===== src/rtl/seq_pkg.sv =====
// Shared types and constants for the datapath sequencer.
// Optional feature macro: SEQ_RETIRE_CNT_EN (retired-instruction counter).
package seq_pkg;

  typedef enum logic [2:0] {
    S_IDLE,
    S_FETCH,
    S_DECODE,
    S_EXEC,
    S_HALT
  } state_e;

  typedef enum logic [2:0] {
    C_ILLEGAL,
    C_ECALL,
    C_ADDI,
    C_ADD,
    C_BEQ,
    C_BNE
  } iclass_e;

  localparam logic [6:0] OP_IMM = 7'b0010011;
  localparam logic [6:0] OP     = 7'b0110011;
  localparam logic [6:0] BRANCH = 7'b1100011;

  localparam logic [2:0] F3_ADDI = 3'b000;
  localparam logic [2:0] F3_ADD  = 3'b000;
  localparam logic [2:0] F3_BEQ  = 3'b000;
  localparam logic [2:0] F3_BNE  = 3'b001;

  localparam logic [6:0] F7_ADD = 7'b0000000;

  localparam logic [2:0] ALU_ADD = 3'b000;
  localparam logic [2:0] ALU_SUB = 3'b001;

  localparam logic [31:0] ECALL = 32'h0000_0073;

  // B-type immediate, LSB always zero
  function automatic logic [12:0] b_imm(input logic [31:0] ir);
    return {ir[31], ir[7], ir[30:25], ir[11:8], 1'b0};
  endfunction

endpackage


===== src/rtl/seq_decoder.sv =====
// Combinational instruction decoder for the sequencer.
// Classifies IR and extracts register fields and immediates.
module seq_decoder
  import seq_pkg::*;
(
  input  logic [31:0] ir_i,
  output iclass_e     cls_o,
  output logic [4:0]  rs1_o,
  output logic [4:0]  rs2_o,
  output logic [4:0]  rd_o,
  output logic [11:0] imm_i_o,
  output logic [12:0] imm_b_o
);

  logic [6:0] opc;
  logic [2:0] f3;
  logic [6:0] f7;
  logic       is_ecall;
  logic       is_addi;
  logic       is_add;
  logic       is_beq;
  logic       is_bne;

  assign opc = ir_i[6:0];
  assign f3  = ir_i[14:12];
  assign f7  = ir_i[31:25];

  assign is_ecall = (ir_i == ECALL);
  assign is_addi  = (opc == OP_IMM) && (f3 == F3_ADDI);
  assign is_add   = (opc == OP) && (f3 == F3_ADD)
                    && (f7 == F7_ADD);
  assign is_beq   = (opc == BRANCH) && (f3 == F3_BEQ);
  assign is_bne   = (opc == BRANCH) && (f3 == F3_BNE);

  assign rs1_o   = ir_i[19:15];
  assign rs2_o   = ir_i[24:20];
  assign rd_o    = ir_i[11:7];
  assign imm_i_o = ir_i[31:20];
  assign imm_b_o = b_imm(ir_i);

  // one-hot class select; anything unrecognised is illegal
  always_comb begin
    cls_o = C_ILLEGAL;
    unique case (1'b1)
      is_ecall: cls_o = C_ECALL;
      is_addi:  cls_o = C_ADDI;
      is_add:   cls_o = C_ADD;
      is_beq:   cls_o = C_BEQ;
      is_bne:   cls_o = C_BNE;
      default:  cls_o = C_ILLEGAL;
    endcase
  end

endmodule


===== src/rtl/datapath_sequencer.sv =====
// Multi-cycle fetch/decode/execute sequencer for a tiny RV32 subset.
// Optional: define SEQ_RETIRE_CNT_EN to add the instret counter port.
module datapath_sequencer
  import seq_pkg::*;
#(
  parameter int ADDRESS_WIDTH      = 5,
  parameter int DATA_WIDTH         = 32,
  parameter int IMM_LENGTH         = 12,
  parameter int ALU_CONTROL_LENGTH = 3,
  parameter int PC_WIDTH           = 32
) (
  input  logic                          clk,
  input  logic                          rst,
  input  logic                          start,
  output logic                          imem_req,
  output logic [PC_WIDTH-1:0]           imem_addr,
  input  logic                          imem_ack,
  input  logic [DATA_WIDTH-1:0]         imem_data,
  output logic [ADDRESS_WIDTH-1:0]      AD1,
  output logic [ADDRESS_WIDTH-1:0]      AD2,
  output logic [ADDRESS_WIDTH-1:0]      AD3,
  output logic                          WE3,
  output logic                          ALUsrc,
  output logic [IMM_LENGTH-1:0]         ImmOP,
  output logic [ALU_CONTROL_LENGTH-1:0] ALUCtrl,
  input  logic                          EQ,
  output logic                          busy,
  output logic                          halted,
  output logic                          illegal
`ifdef SEQ_RETIRE_CNT_EN
  ,
  output logic [31:0]                   instret
`endif
);

  state_e                state_q;
  logic [PC_WIDTH-1:0]   pc_q;
  logic [PC_WIDTH-1:0]   pc_d;
  logic [DATA_WIDTH-1:0] ir_q;
  logic                  illegal_q;

  iclass_e               cls;
  logic [4:0]            rs1;
  logic [4:0]            rs2;
  logic [4:0]            rd;
  logic [11:0]           imm_i;
  logic [12:0]           imm_b;
  logic [PC_WIDTH-1:0]   b_off;
  logic                  taken;

  seq_decoder u_dec (
    .ir_i    (ir_q[31:0]),
    .cls_o   (cls),
    .rs1_o   (rs1),
    .rs2_o   (rs2),
    .rd_o    (rd),
    .imm_i_o (imm_i),
    .imm_b_o (imm_b)
  );

  assign b_off = PC_WIDTH'($signed(imm_b));
  assign taken = ((cls == C_BEQ) && EQ)
                 || ((cls == C_BNE) && !EQ);

  // next PC at the end of EXEC; wraps naturally
  always_comb begin
    pc_d = pc_q + PC_WIDTH'(4);
    if (taken) begin
      pc_d = pc_q + b_off;
    end
  end

  // sequencer FSM with PC, IR and halt-cause registers
  always_ff @(posedge clk or posedge rst) begin
    if (rst) begin
      state_q   <= S_IDLE;
      pc_q      <= '0;
      ir_q      <= '0;
      illegal_q <= 1'b0;
    end else begin
      unique case (state_q)
        S_IDLE: begin
          if (start) state_q <= S_FETCH;
        end
        S_FETCH: begin
          if (imem_ack) begin
            ir_q    <= imem_data;
            state_q <= S_DECODE;
          end
        end
        S_DECODE: begin
          unique case (cls)
            C_ECALL: begin
              illegal_q <= 1'b0;
              state_q   <= S_HALT;
            end
            C_ILLEGAL: begin
              illegal_q <= 1'b1;
              state_q   <= S_HALT;
            end
            default: state_q <= S_EXEC;
          endcase
        end
        S_EXEC: begin
          pc_q    <= pc_d;
          state_q <= S_FETCH;
        end
        S_HALT: state_q <= S_HALT;
        default: state_q <= S_IDLE;
      endcase
    end
  end

  // Moore outputs decoded from state and IR only
  always_comb begin
    imem_req  = (state_q == S_FETCH);
    imem_addr = pc_q;
    busy      = (state_q == S_FETCH)
                || (state_q == S_DECODE)
                || (state_q == S_EXEC);
    halted    = (state_q == S_HALT);
    illegal   = illegal_q;
    AD1       = '0;
    AD2       = '0;
    AD3       = '0;
    WE3       = 1'b0;
    ALUsrc    = 1'b0;
    ImmOP     = '0;
    ALUCtrl   = '0;
    if (state_q == S_EXEC) begin
      AD1 = ADDRESS_WIDTH'(rs1);
      AD2 = ADDRESS_WIDTH'(rs2);
      unique case (1'b1)
        (cls == C_ADDI): begin
          AD3     = ADDRESS_WIDTH'(rd);
          WE3     = (rd != 5'd0);
          ALUsrc  = 1'b1;
          ImmOP   = IMM_LENGTH'(imm_i);
          ALUCtrl = ALU_CONTROL_LENGTH'(ALU_ADD);
        end
        (cls == C_ADD): begin
          AD3     = ADDRESS_WIDTH'(rd);
          WE3     = (rd != 5'd0);
          ALUCtrl = ALU_CONTROL_LENGTH'(ALU_ADD);
        end
        (cls == C_BEQ),
        (cls == C_BNE): begin
          ALUCtrl = ALU_CONTROL_LENGTH'(ALU_SUB);
        end
        default: ;
      endcase
    end
  end

`ifdef SEQ_RETIRE_CNT_EN
  logic [31:0] instret_q;

  // count every completed EXEC cycle
  always_ff @(posedge clk or posedge rst) begin
    if (rst) begin
      instret_q <= '0;
    end else if (state_q == S_EXEC) begin
      instret_q <= instret_q + 32'd1;
    end
  end

  assign instret = instret_q;
`endif

endmodule


===== config.mk =====
export PLATFORM = sky130hd
export DESIGN_NAME = datapath_sequencer
export DESIGN_NICKNAME = d
export VERILOG_FILES = /design/src/rtl/seq_pkg.sv /design/src/rtl/seq_decoder.sv /design/src/rtl/datapath_sequencer.sv
export SDC_FILE = /design/constraint.sdc
export NUM_CORES = 1
export LEC_CHECK = 0
export BUFFER_PORTS_ARGS = -buffer_cell sky130_fd_sc_hd__buf_4
export CORE_UTILIZATION = 30
export DETAILED_ROUTE_END_ITERATION = 12
export SYNTH_ARGS = -nofsm -noshare
export SYNTH_HDL_FRONTEND = slang
export SYNTH_SLANG_ARGS = --single-unit

===== constraint.sdc =====
create_clock -name clk -period 8.6 [get_ports clk]
set_input_delay 0.86 -clock clk [delete_from_list [all_inputs] [get_ports clk]]
set_output_delay 0.86 -clock clk [all_outputs]
set_load 0.02 [all_outputs]

Word-level counts from Yosys, hierarchy flattened. Cells that the tools add are included.

Output and inout bits: 68. Bits of input ports: 37. Word-level logic and storage cells: 64. Bits in registers: 68.

Reductions and logical operators: 23. Equal/unequal tests: 16. Add/sub/neg operators: 2. Muxes and demuxes: 19.

Operators by type and width (number): adder 32 x 3 -> 32 bit, second input constant (1); adder 32 bit (1); == test 32 x 7 -> 1 bit, second input constant (1); two-way mux 32 bit (1); case mux 3 bit (5 select lines) (2); two-way mux 12 bit (2); two-way mux 5 bit (4); == test 3 x 2 -> 1 bit, second input constant (4); == test 3 x 1 -> 1 bit, second input constant (3); == test 3 bit, second input constant (3); logical NOT 3 bit (3); two-way mux 3 bit (3); == test 7 x 5 -> 1 bit, second input constant (1); == test 7 x 6 -> 1 bit, second input constant (1); == test 7 bit, second input constant (1); logical AND 1 bit (7); logical NOT 7 bit (1); two-way mux 1 bit (6); AND reduction 2 bit (3); OR reduction 2 bit (3); nonzero test 5 bit (1); logical OR 1 bit (3); != test 2 x 1 -> 1 bit, second input constant (1); != test 2 bit, second input constant (1); 3 further kinds (3).

Logic depth before layout (Yosys ltp). Gate-level depths: netlist of the first run.

Depth after elaboration: 8. Mapped depth: 11. Gate-level depth less buffers: 11.

By module. From an unflattened synthesis of the first run, not the netlist that was laid out.

Cells, all modules: 693. Area total of the unflattened synthesis: 5960.7 um^2.

By module, submodules not included: datapath_sequencer (cells an instance 633, area each 5494.0 um^2, times used 1, seq. area each 1701.6 um^2); seq_decoder (cells an instance 60, area each 466.7 um^2, times used 1, seq. area each 0.0 um^2).

Worst setup path before layout of the first run. Ideal clock, no wire load.

Path kind: reg2out. Start point: register ir_q[31]. End point: output WE3. Data arrival time: 2.409 ns. Buffers on the path: 0. Stages on the path, launching flop included: 6. Required time: 7.740 ns. Slack: 5.331 ns. Cells stage by stage: dfrtp_1 > or4_4 > or4_1 > a21oi_1 > and2_0 > nor2b_1.

Longest elaborated chain between the ends: 7. Elaborated cells on any way between the ends: 9. Those cells by class: eq/ne (3); mux (3); reduce/logical (3).

RTL lines: from (decl) (line datapath_sequencer.sv:39) `logic [DATA_WIDTH-1:0] ir_q;`; from (signal assigned) (line datapath_sequencer.sv:87) `ir_q <= imem_data;`; branches (longest 2 deep; another with == test 32 x 7 -> 1 bit); case mux 3 bit (5 select lines) * (line seq_decoder.sv:44) `unique case (1'b1)`; == test 3 x 2 -> 1 bit, on equally long branches (line datapath_sequencer.sv:134, datapath_sequencer.sv:141); OR reduction 2 bit (no source line) *; two-way mux 1 bit *; two-way mux 1 bit * (line datapath_sequencer.sv:130) `if (state_q == S_EXEC) begin`; to (decl) (line datapath_sequencer.sv:22) `output logic WE3,`.

Every way passes the cells marked *.

Worst setup path after layout of the first run.
Start point: register ir_q[3]. End point: output ImmOP[6].

Longest elaborated chain between the ends: 7. Elaborated cells on any way between the ends: 13. Those cells by class: eq/ne (5); mux (3); reduce/logical (5).

RTL lines: == test 7 x 6 -> 1 bit (line seq_decoder.sv:30) `assign is_add = (opc == OP) && (f3 == F3_ADD)`; logical AND 1 bit (line seq_decoder.sv:30); logical AND 1 bit (line seq_decoder.sv:31) `&& (f7 == F7_ADD);`; case mux 3 bit (5 select lines) * (line seq_decoder.sv:44); == test 3 x 2 -> 1 bit * (line datapath_sequencer.sv:134) `(cls == C_ADDI): begin`; two-way mux 12 bit * (line datapath_sequencer.sv:133) `unique case (1'b1)`; two-way mux 12 bit * (line datapath_sequencer.sv:130); to (decl) (line datapath_sequencer.sv:24) `output logic [IMM_LENGTH-1:0] ImmOP,`.

Mark *: on every way between the ends. The rest lies on a longest branch, timed or not.

==> run_results.csv, run 1 <==
group,metric,value,unit
clock_network,cts_setup_buffers,0,
placed_design,port_buffers,101,
setup_path,crit_chain,"nand4bb_4 -> or3_1 -> or3_1 -> nor3_1 -> and2_1 -> buf_4",
placed_design,dp.cells,929,
logic_synthesis,ys_ff_latch,67,
job,maxCapViolations,0,
die,fp-row-count,48,
layout,fin_cells,945,
placed_design,gp_congestion,0.849,
setup_path,startpoint_type,"flip-flop",
pwr,p_leak,2.80,nW
route,drt-met1-wl,7.33,mm
clock_network,cts_max_path_buffers,2,
logic_synthesis,yosys.area.top_type,"dfrtp_1",
timing,fin_crit_sh,45.4,%
placed_design,dp_slack,5040,ps
clock_network,post_cts_resized,0,
placed_design,dpl_cell_area,0.00634,mm^2
clock_network,htreeDepth,3,
logic_synthesis,ys.warnings.count,0,
timing,maxSlewHeadroom,19.4,%
logic_synthesis,synth_edf_count,0,
setup_path,crit_slowest_cell,"nor3_1",
clock_network,cts_hold_buf,0,
logic_synthesis,async_flop_share,100,%
route,highest_layer,"met4",
setup_path,cpMostUsedCell,"or3_1",
setup_path,crit_buf_inv,1,
global_route,grt_pass1_wl,26.6,mm
logic_synthesis,syn_inst,625,
global_route,gr-total-overflow,0,
setup_path,critical_path.top_delay_family,"simple AND/OR/NAND/NOR gates",
clock_network,path_clk_slew,60,ps
setup_path,cp_max_fo,13,
placed_design,dp_hpwl,11.5,mm
clock_network,cts_root_buffer,"clkbuf_16",
logic_synthesis,synth.avg_cell_area,8.63,um^2
route,drt_iter0_markers,249,
setup_path,end_kind,"output pin",
layout,drive_gt1_share,23.8,%
timing,slew_viol_final,0,
pwr,powerDensity,316,mW/mm^2
route,vias,5137,
timing,final.setup_skew,6.73,ps
clock_network,cts_tree,"done",
timing,hold_viol,0,
setup_path,crit_type,"flip-flop to output pin",
timing,tightest_slew,1200,ps
logic_synthesis,syn-cell-area,0.00539,mm^2
timing,hold_ws,503,ps
route,routed_via_density,5.44,
layout,syn2layout_area_growth,22.8,%
timing,max_freq,256,MHz
timing,final-setup-viol-count,0,
die,start_util,31.0,%
run_status,status,"complete, no violations",
global_route,track_usage,18.4,%
die,core_area,0.0174,mm^2
logic_synthesis,synth.distinct_cells,75,
pwr,p_total,2.09,mW
route,wl_met2,7.56,mm
timing,tns,0,ps
clock_network,cts.sinks,67,
logic_synthesis,seq_area_frac_synth,31.1,%
route,post_drt_wl_per_cell,17.0,um
die,die_w,136,um
global_route,grt_pass1_vias,5087,
logic_synthesis,synth_most_common_cell,"a21oi_1",
die,die_area,0.0185,mm^2
route,drt-pass1-iter-count,5,
global_route,grt_max_degree,68,
logic_synthesis,synth_top_area_share,31.1,%
layout,final_core_utilization,38.0,%
global_route,antenna_found_initial,0,
route,routed_wl,16.1,mm
layout,design_area,0.00662,mm^2
timing,layout_setup_ws,4700,ps
die,die_h,136,um
layout,antennaDiodeCount,0,
hold_path,hold_class,"flip-flop to flip-flop",
timing,rsz0062_at_grt,"false",
route,met3_length,1.04,mm
layout,fillers,1829,
route,drc_errors,0,
setup_path,crit_arrival,3040,ps
logic_synthesis,ys_top_cells_by_area,"dfrtp_1 (31%), ha_1 (7.2%), a21oi_1 (6.6%)",
clock_network,worstSkewPairLatency,340,ps
setup_path,critPathRequiredTime,7740,ps
pwr,vdd_drop_max,0.135,mV
clock_network,cts_made_buffers,9,
route,ant_nets,0,
die,ios,105,
layout,nets,784,
logic_synthesis,synth_common_cells,"a21oi_1 (71), dfrtp_1 (67), nand2_1 (41)",
timing,period_minus_slack,3900,ps
setup_path,critPathMaxStageDelay,970,ps
logic_synthesis,synth_ff_type,"dfrtp_1",
per-layer routing:
metal  GRT usage (%)  vias up
met5               0        -
met4            4.57        0
met3            5.07       12
met2            29.8      149
met1            24.1     2429
li1                -     2547
final cells by class:
cell class	count	area (um^2)	share of cell area, %
well taps	225	282	4.25
clock buffers	10	229	3.46
multi-input cells	515	3520	53.1
flip-flops and latches	67	1680	25.3
inverters	13	48.8	0.737
clock inverters	6	48.8	0.737
repair buffers	109	818	12.4
kinds of logic (layout without fill, tap and decap cells):
family	after synthesis	after routing	share of synthesized area, %
AO/OA/AOI/OAI	192	192	22.0
adder cells (fa/ha/maj)	32	32	7.57
flip-flops	67	67	31.1
XOR/XNOR	20	20	3.25
buffers and inverters	45	138	3.76
other	1	3	0.0696
AND/OR/NAND/NOR	232	232	24.8
multiplexers	36	36	7.43
report_power, final:
part	switching, mW	internal (mW)
registers	0.142	0.422
logic	0.662	0.510
clock network	0.157	0.198
registers in the layout (all words and copies together), names as in the netlist:
signal	cells
illegal	1
imem_addr	31
ir_q	32
state_q	3
cells in the final DEF, fill, tap and decap left out, types with 3 or more instances in the layout:
| master | netlist | layout |
|---|---|---|
| nor3b_1 | 4 | 4 |
| nor2_1 | 39 | 39 |
| o21ai_0 | 26 | 26 |
| and4_1 | 5 | 5 |
| clkbuf_16 | 0 | 9 |
| or4_1 | 5 | 5 |
| o21a_1 | 3 | 3 |
| nand2b_1 | 7 | 7 |
| o31ai_1 | 4 | 4 |
| dfrtp_1 | 67 | 67 |
| o22a_1 | 8 | 8 |
| a21oi_1 | 71 | 71 |
| a31oi_1 | 8 | 8 |
| nand3b_1 | 3 | 3 |
| inv_6 | 0 | 3 |
| xnor2_1 | 10 | 10 |
| ha_1 | 31 | 31 |
| and2_1 | 19 | 19 |
| o21ai_1 | 21 | 21 |
| nand2_1 | 41 | 41 |
| conb_1 | 1 | 3 |
| clkinvlp_4 | 0 | 3 |
| mux2i_1 | 4 | 4 |
| nand4_1 | 13 | 13 |
| nor2b_1 | 5 | 5 |
| inv_1 | 13 | 12 |
| or3_1 | 5 | 5 |
| o211ai_1 | 5 | 5 |
| and3_1 | 23 | 23 |
| xor2_1 | 10 | 10 |
| a21o_1 | 9 | 9 |
| mux2_2 | 31 | 31 |
| a211oi_1 | 6 | 6 |
| nand3_1 | 23 | 23 |
| nor4_1 | 9 | 9 |
| nor3_1 | 11 | 11 |
| o22ai_1 | 4 | 4 |
| buf_4 | 3 | 109 |
worst paths after layout:
path,from,depth (start not counted),endpoint,slack (ps)
worst max-delay path,ir_q[3],6,ImmOP[6],4700
worst min-delay path,illegal,1,illegal,500
worst max register to register,ir_q[8],9,imem_addr[31],5340
worst min register to register,illegal,1,illegal,500
max in group asynchronous,rst,3,imem_addr[2],7220
min in group asynchronous,rst,3,imem_addr[30],770
No activity file was read; power rests on OpenSTA's default activity.
==> run 2, diff against run 1 <==
==> constraint.sdc (replaced) <==
create_clock -name clk -period 3.8 [get_ports clk]
set_input_delay 0.38 -clock clk [delete_from_list [all_inputs] [get_ports clk]]
set_output_delay 0.38 -clock clk [all_outputs]
set_load 0.02 [all_outputs]
==> run_results.csv, run 2 (synthesis gave the netlist of run 1 again) <==
group,metric,value,unit
placed_design,gp_congestion,0.861,
timing,final-setup-viol-count,0,
route,highest_layer,"met4",
timing,fin_crit_sh,81.4,%
timing,tns,0,ps
pwr,p_leak,2.84,nW
pwr,combPwrFrac,55.9,%
die,die_area,0.0185,mm^2
global_route,antenna_found_initial,0,
die,ios,105,
setup_path,critPathMaxStageDelay,550,ps
route,post_drt_wl_per_cell,17.1,um
timing,rsz0062_at_grt,"false",
global_route,grt_pass1_vias,4992,
timing,maxSlewHeadroom,56.0,%
route,met3_length,1.10,mm
setup_path,crit_arrival,2710,ps
timing,final.setup_skew,9.34,ps
placed_design,dp_slack,737,ps
hold_path,hold_class,"input pin to asynchronous set/reset pin",
die,core_area,0.0174,mm^2
clock_network,cts.sinks,67,
clock_network,cts_made_buffers,9,
setup_path,critPathRequiredTime,3420,ps
route,wl_met2,7.55,mm
clock_network,cts_hold_buf,0,
layout,antennaDiodeCount,0,
die,fp-row-count,48,
clock_network,htreeDepth,3,
global_route,grt_max_degree,37,
setup_path,end_kind,"output pin",
route,ant_nets,0,
timing,period_minus_slack,3090,ps
setup_path,worst_r2r_path_depth,10,
layout,largest-register,"ir_q",
layout,largest_register_ff_count,32,
pwr,powerDensity,715,mW/mm^2
die,die_w,136,um
layout,drive_gt1_share,24.2,%
layout,nets,788,
route,routed_wl,16.2,mm
setup_path,crit_type,"flip-flop to output pin",
clock_network,path_clk_slew,60,ps
pwr,internal_power,2.62,mW
clock_network,cts_tree,"done",
layout,mostFrequentLayoutCell,"buf_4",
timing,max_freq,323,MHz
setup_path,crit_chain,"or4_4 -> or4_1 -> a21oi_1 -> and2_0 -> nor2b_1 -> buf_4",
layout,syn2layout_area_growth,23.9,%
placed_design,port_buffers,101,
route,drc_errors,0,
job,maxCapViolations,0,
timing,layout_setup_ws,708,ps
clock_network,worstSkewPairLatency,350,ps
route,drt-pass1-iter-count,4,
run_status,status,"complete, no violations",
die,start_util,31.0,%
global_route,grt_pass1_wl,26.6,mm
pwr,share_seq_of_total_power,26.6,%
die,die_h,136,um
clock_network,post_cts_resized,0,
layout,layout_common_cells,"buf_4 (112), a21oi_1 (71), dfrtp_1 (67)",
setup_path,startpoint_type,"flip-flop",
pwr,pwr-share-clk,17.5,%
setup_path,crit_slowest_cell,"or4_4",
global_route,track_usage,18.5,%
route,routed_via_density,5.36,
timing,slew_viol_final,0,
timing,hold_viol,0,
clock_network,cts_setup_buffers,0,
pwr,p_sw,2.15,mW
clock_network,cts_root_buffer,"clkbuf_16",
placed_design,dp_hpwl,12.0,mm
route,drt-met1-wl,7.38,mm
pwr,sw_frac_of_total,45.1,%
pwr,vdd_drop_max,0.399,mV
route,drt_iter0_markers,234,
timing,tightest_slew,660,ps
global_route,gr-total-overflow,0,
clock_network,cts_max_path_buffers,2,
setup_path,cp_max_fo,7,
route,vias,5079,
==> run 2: cell count changes in the layout (fill, tap and decap cells not counted) <==
cell | before | now
buf_12 | 0 | 1
bufinv_16 | 0 | 1
buf_4 | 109 | 112
clkbuf_1 | 1 | 0
clkinvlp_4 | 3 | 2
clkinv_4 | 0 | 2
clkinv_2 | 0 | 1
inv_6 | 3 | 0
==> run 2: power by group through the flow <==
stage          registers [mW]  clock network, mW  logic, mW
6_report                 1.27              0.834       2.67
5_1_grt                  1.32              0.897       3.00
4_1_cts                  1.28              0.863       2.67
3_5_place_dp             1.29                  0       2.65
3_3_place_gp             1.27                  0       2.67
2_1_floorplan            1.23                  0       1.98
==> run 2: metal layers <==
metal	track usage, %	vias to the layer above
met5	0	-
met4	4.69	0
met3	5.82	9
met2	30.6	120
met1	23.1	2407
li1	-	2543
==> run 2: worst paths after layout <==
path / slack [ps] / endpoint / startpoint
max in group asynchronous: 2950 / imem_addr[16] / rst
worst min register to register: 490 / illegal / illegal
min in group clk: 250 / ir_q[9] / imem_data[9]
worst max-delay path: 710 / WE3 / ir_q[26]
worst max register to register: 730 / imem_addr[30] / ir_q[31]
worst min-delay path: 70 / state_q[1] / rst
==> run 2: area by class of cell <==
type | count | area, um^2
Clock inverter | 6 | 67.6
Clock buffer | 9 | 225
Timing Repair Buffer | 113 | 861
Multi-Input combinational cell | 515 | 3520
Tap cell | 225 | 282
Inverter | 13 | 48.8
Sequential cell | 67 | 1680
Fill cell | 1836 | 10700
==> run 2: critical path, delay by kind of cell (launching register included) <==
kind            cells  cell delay [ps]
simple gates        4             1330
compound gates      1              450
buf+inv             1              170
flops               1              420
==> run 2: through the flow <==
stage | area (um^2) | instances | hold slack, ps | utilization, % | power (mW)
global route | 6680 | 948 | 109 | 38.4 | 5.22
global placement | 6390 | 933 | 455 | 36.7 | 3.94
CTS | 6680 | 948 | 67.4 | 38.4 | 4.81
finish | 6680 | 948 | 67.2 | 38.4 | 4.78
detailed placement | 6390 | 933 | 444 | 36.7 | 3.94
floorplan | 5400 | 627 | 482 | - | 3.22
